File: config.mk
export PLATFORM = sky130hd
export DESIGN_NAME = imem_loader
export DESIGN_NICKNAME = d
export VERILOG_FILES = /design/src/rtl/imem_loader.sv
export SDC_FILE = /design/constraint.sdc
export NUM_CORES = 1
export LEC_CHECK = 0
export ABC_AREA = 1
export CORE_ASPECT_RATIO = 0.75
export CORE_UTILIZATION = 50
export DETAILED_ROUTE_END_ITERATION = 10
export GPL_ROUTABILITY_DRIVEN = 0
export HOLD_SLACK_MARGIN = 0.05
export PLACE_DENSITY = 0.79
export SETUP_SLACK_MARGIN = 0.02
export SLEW_MARGIN = 20
export SYNTH_ARGS = -nofsm -noshare
export SYNTH_HDL_FRONTEND = slang
export SYNTH_SLANG_ARGS = --single-unit
File: constraint.sdc
create_clock -name clk -period 2.45 [get_ports clk]
set_input_delay 0.49 -clock clk [delete_from_list [all_inputs] [get_ports clk]]
set_output_delay 0.49 -clock clk [all_outputs]
set_load 0.1 [all_outputs]
File: src/rtl/imem_loader.sv
// Streams a program image into instruction memory over valid/ready, appends a halt word,
// and holds the CPU in reset until the whole image has been written.
module imem_loader #(
    parameter int          ADDR_WIDTH = 8,
    parameter logic [31:0] HALT_WORD  = 32'h0000_0000
) (
    input  logic                  clk,
    input  logic                  reset,
    input  logic                  start,
    input  logic                  in_valid,
    input  logic [31:0]           in_data,
    input  logic                  in_last,
    output logic                  in_ready,
    output logic                  imem_we,
    output logic [ADDR_WIDTH-1:0] imem_addr,
    output logic [31:0]           imem_wdata,
    output logic                  cpu_hold,
    output logic                  done,
    output logic                  error,
    output logic [ADDR_WIDTH:0]   word_count,
    output logic [31:0]           checksum
);

    localparam logic [ADDR_WIDTH:0] DEPTH    = (ADDR_WIDTH+1)'(2**ADDR_WIDTH);
    localparam logic [ADDR_WIDTH:0] LAST_IDX = DEPTH - (ADDR_WIDTH+1)'(1);

    typedef enum logic [2:0] {IDLE, LOAD, TERM, RUN, ERR} state_t;

    state_t                state_q, state_d;
    logic                  imem_we_q, imem_we_d;
    logic [ADDR_WIDTH-1:0] imem_addr_q, imem_addr_d;
    logic [31:0]           imem_wdata_q, imem_wdata_d;
    logic                  cpu_hold_q, cpu_hold_d;
    logic                  done_q, done_d;
    logic                  error_q, error_d;
    logic [ADDR_WIDTH:0]   word_count_q, word_count_d;
    logic [31:0]           checksum_q, checksum_d;
    logic [31:0]           last_word_q, last_word_d;
    logic                  accept;

    assign in_ready = (state_q == LOAD);
    assign accept   = in_valid && in_ready;

    always_comb begin
        state_d      = state_q;
        imem_we_d    = 1'b0;
        imem_addr_d  = imem_addr_q;
        imem_wdata_d = imem_wdata_q;
        cpu_hold_d   = 1'b1;
        done_d       = 1'b0;
        error_d      = error_q;
        word_count_d = word_count_q;
        checksum_d   = checksum_q;
        last_word_d  = last_word_q;

        case (state_q)
            IDLE, RUN, ERR: begin
                if (start) begin
                    state_d      = LOAD;
                    word_count_d = '0;
                    checksum_d   = '0;
                    error_d      = 1'b0;
                end else if (state_q == RUN) begin
                    // Release only once the final write has already been issued.
                    cpu_hold_d = 1'b0;
                    done_d     = 1'b1;
                end
            end
            LOAD: begin
                if (accept) begin
                    imem_we_d    = 1'b1;
                    imem_addr_d  = word_count_q[ADDR_WIDTH-1:0];
                    imem_wdata_d = in_data;
                    word_count_d = word_count_q + (ADDR_WIDTH+1)'(1);
                    checksum_d   = checksum_q + in_data;
                    last_word_d  = in_data;
                    if (in_last) begin
                        state_d = TERM;
                    end else if (word_count_q == LAST_IDX) begin
                        state_d = ERR;
                        error_d = 1'b1;
                    end
                end
            end
            TERM: begin
                if (word_count_q != DEPTH) begin
                    imem_we_d    = 1'b1;
                    imem_addr_d  = word_count_q[ADDR_WIDTH-1:0];
                    imem_wdata_d = HALT_WORD;
                    state_d      = RUN;
                end else if (last_word_q == HALT_WORD) begin
                    // Memory is full but the image already ends in a halt word.
                    state_d = RUN;
                end else begin
                    state_d = ERR;
                    error_d = 1'b1;
                end
            end
            default: state_d = IDLE;
        endcase
    end

    always_ff @(posedge clk or negedge reset) begin
        if (!reset) begin
            state_q      <= IDLE;
            imem_we_q    <= 1'b0;
            imem_addr_q  <= '0;
            imem_wdata_q <= '0;
            cpu_hold_q   <= 1'b1;
            done_q       <= 1'b0;
            error_q      <= 1'b0;
            word_count_q <= '0;
            checksum_q   <= '0;
            last_word_q  <= '0;
        end else begin
            state_q      <= state_d;
            imem_we_q    <= imem_we_d;
            imem_addr_q  <= imem_addr_d;
            imem_wdata_q <= imem_wdata_d;
            cpu_hold_q   <= cpu_hold_d;
            done_q       <= done_d;
            error_q      <= error_d;
            word_count_q <= word_count_d;
            checksum_q   <= checksum_d;
            last_word_q  <= last_word_d;
        end
    end

    assign imem_we    = imem_we_q;
    assign imem_addr  = imem_addr_q;
    assign imem_wdata = imem_wdata_q;
    assign cpu_hold   = cpu_hold_q;
    assign done       = done_q;
    assign error      = error_q;
    assign word_count = word_count_q;
    assign checksum   = checksum_q;

endmodule

==> results by group <==
Logic synthesis
  – Part of the Yosys area used for sequential elements: 41.9%
  – EDFF count, synth: 0
  – Most frequent cell after synthesis: nand2_1
  – Most common flop cell mapped by yosys: dfrtp_1
  – Biggest area contributors in the synthesized netlist: dfrtp_1, nand2_1, inv_1
  – Fraction of synthesis flops using an asynchronous set or reset pin: 100%
  – Ys Warns: 0
  – Mapped cell area: 7160 sq um
  – Top-area cell type share of the netlist area: 41.6%
  – Unique cell type count in the Yosys netlist: 40
  – Syn avg cell area: 7.04 sq um
  – Flop and latch count out of synthesis: 120
  – Mapped Nets: 1089
  – Top cells by count, synth: nand2_1, inv_1, dfrtp_1
  – Area leader, netlist: dfrtp_1
  – Post-Synthesis Cells: 1017

Floorplan
  – Horizontal die dimension: 140 um
  – Die Y: 106 um
  – Number of cell rows: 37
  – DIE AREA: 14800 sq um
  – Top-level port count: 123
  – Initial core utilization: 51.7%
  – Area of the placeable core: 13800 sq um

Outcome
  – Outcome: finished, final reports clean

Final layout
  – Number of nets in the layout: 1236
  – Layout-stage area growth over the synthesis result: 27.2%
  – Number of fillers in the final layout: 1198
  – Summed area of non-filler cells in the final layout: 9110 sq um
  – Antenna cells: 0
  – Share of layout cells above drive strength 1: 14.7%

Clocking
  – Post-CTS clock slew at the launch and capture registers of the worst setup and hold paths: 0.06 ns
  – Clock network latency to the later pin of the worst-skew pair: 0.42 ns
  – Clock Path Buffers: 2
  – TritonCTS clock tree: done
  – Clock Sinks: 120
  – Number of CTS-inserted buffers: 17
  – Number of buffers inserted by post-CTS setup repair: 0
  – CTS Root Cell: clkbuf_16
  – Htree depth: 4

GRT
  – First-pass GRT wire length: 32.6 mm
  – GRT Overall Usage: 28.4%
  – Leftover overflow at the end of global routing: 0
  – Pin count of the biggest net entering global routing: 85
  – Vias in the first global route: 6421
  – Antenna violations before repair: 0

STA
  – Worst-case clock skew: 0.0158 ns
  – Relative slew margins: 65.7%
  – Peak clock frequency supported by timing: 428 MHz
  – Least-Margin Pin Slew: 0.513 ns
  – Number of hold-slack violations in the final timing report: 0
  – Final Slew Violations: 0
  – Part of the cycle the worst path needs: 95.4%
  – Setup-failing EPs final: 0
  – Setup repair after global routing missed its margin: false
  – Final critical delay including setup and external delays: 2.34 ns

Worst setup path
  – Slowest stage cell on the critical path: clkdlybuf4s50_1
  – FF-to-FF Start: checksum[14]$_DFFE_PN0P_
  – Endpoint of the worst-slack reg-to-reg timing path: checksum[24]$_DFFE_PN0P_
  – Capturing element of the worst setup path: checksum[24]$_DFFE_PN0P_
  – Start-to-end type of the worst setup path: input pin to register
  – Number of cells on the critical path: 14
  – CP required: 2.75 ns
  – Cells along the critical path: clkdlybuf4s50_1, ha_1, inv_1, fa_1, inv_2, nand3_1, nand3_1, nand2_1, nand2_1, nand2_1, nand3_1, nand2_1, nand3_1, nand2_1
  – Reg-to-reg slack, setup: 0.32 ns
  – Delay of the slowest cell on the worst path: 0.51 ns
  – Most frequent cell on the critical path: nand2_1
  – Critical path origin: in_data[0]
  – CP Capture Type: register
  – Total buffers and inverters traversed by the critical path: 3
  – Data arrival time of the critical path: 2.64 ns
  – Kind of cell adding the most delay to the critical path: simple AND/OR/NAND/NOR gates
  – Critical path fanouts, max: 3
  – Worst-case reg-to-reg path depth: 10
  – Startpoint type of the worst setup path: input pin

Routing
  – DRT Wirelength: 19.8 mm
  – First-pass detailed-route iteration total: 7
  – Iter 0 DRT Violations: 658
  – Vias per cell: 5.12
  – Routed length per instance: 14.7 um
  – Remaining antenna violation count: 0
  – Total via count after detailed routing: 6927
  – Total DRC errors in the routed layout: 0

Placement
  – Port Buf Inserts: 122
  – DP Area: 8510 sq um
  – Detailed placement HPWL: 14.6 mm

Min path
  – Worst hold path type: register to register

Job
  – Max-cap violations: 0
[state kept, by name, summed over array words and instances (netlist names)]
name	count
imem_we	1
imem_wdata	32
cpu_hold	1
last_word_q	32
word_count	9
state_q	3
error	1
imem_addr	8
done	1
checksum	32
[routing by layer]
metal / vias to the layer above / global-route usage (%) / wire, um
met4: 0 / 7.14 / 238
li1: 3473 / - / -
met1: 3158 / 42.8 / 9520
met2: 273 / 41.8 / 8360
met5: - / 0 / 0
met3: 23 / 5.13 / 1720
[cell families (layout without fill, tap and decap cells)]
group	Yosys count	in the layout	synth area share (%)
AO/OA/AOI/OAI	110	110	8.68
XOR/XNOR	3	3	0.367
adder cells (fa/ha/maj)	35	35	6.22
buffers and inverters	194	354	10.8
flip-flops	120	120	41.9
AND/OR/NAND/NOR	555	555	31.9
[worst min path at each step]
| stage | start | end | depth (start not counted) |
|---|---|---|---|
| finish | imem_wdata[1]$_DFFE_PN0P_ | imem_wdata[1]$_DFFE_PN0P_ | 2 |
| global route | imem_wdata[1]$_DFFE_PN0P_ | imem_wdata[1]$_DFFE_PN0P_ | 2 |
| CTS | imem_wdata[1]$_DFFE_PN0P_ | imem_wdata[1]$_DFFE_PN0P_ | 2 |
| detailed placement | reset | imem_wdata[29]$_DFFE_PN0P_ | 1 |
| global placement | reset | imem_wdata[29]$_DFFE_PN0P_ | 1 |
| floorplan | reset | checksum[0]$_DFFE_PN0P_ | 0 |
[cells in the final DEF, fill, tap and decap left out, drive strengths merged, types with 13 or more instances in the layout]
| cell | synthesis | layout |
|---|---|---|
| nand2 | 378 | 378 |
| inv | 170 | 176 |
| dfrtp | 119 | 119 |
| buf | 19 | 113 |
| nand3 | 77 | 77 |
| nor2 | 72 | 72 |
| o21ai | 54 | 54 |
| a21oi | 44 | 44 |
| clkdlybuf4s50 | 0 | 35 |
| ha | 34 | 34 |
| clkbuf | 2 | 17 |
| nand4 | 13 | 13 |
[metrics by stage]
step	cells	utilization [%]	TNS (ns)	worst slack, ns	hold WS, ns
2_1_floorplan	1017	-	0	0.0447	0.194
3_3_place_gp	1319	61.5	-1.48	-0.180	0.426
3_5_place_dp	1319	61.5	-2.26	-0.245	0.427
4_1_cts	1352	65.8	0	0.175	0.502
5_1_grt	1352	65.8	0	0.0212	0.521
6_report	1352	65.8	0	0.114	0.495
[layout make-up]
class	instances	area [sq um]	area share, %
tap	175	219	2.40
sequential	120	3010	33.0
multi-input combinational	703	3390	37.2
clock buffer	17	425	4.67
inverter	173	649	7.13
timing repair buffer	149	1260	13.8
clock inverter	15	164	1.80
[worst register-to-register path, stage by stage, from the launching register on]
cell and delay [ns]:
dfrtp_1 0.44, ha_1 0.40, nand2_1 0.15, nor2_1 0.26, inv_1 0.07, o21bai_1 0.24
nand2_1 0.14, nand3_1 0.10, nand2_1 0.08, nand3_1 0.10, nand2_1 0.05
[what timing repair did]
| action | 4_1_cts | 5_1_grt |
|---|---|---|
| resized for setup | 0 | 1 |
| setup endpoints to repair | 0 | 4 |
| endpoints found under the hold margin | 25 | 0 |
| hold buffers | 1 | 0 |
Power is left out: the tool's default activity adds up to more than one toggle a clock period on the data nets, which glitch-free logic cannot reach.
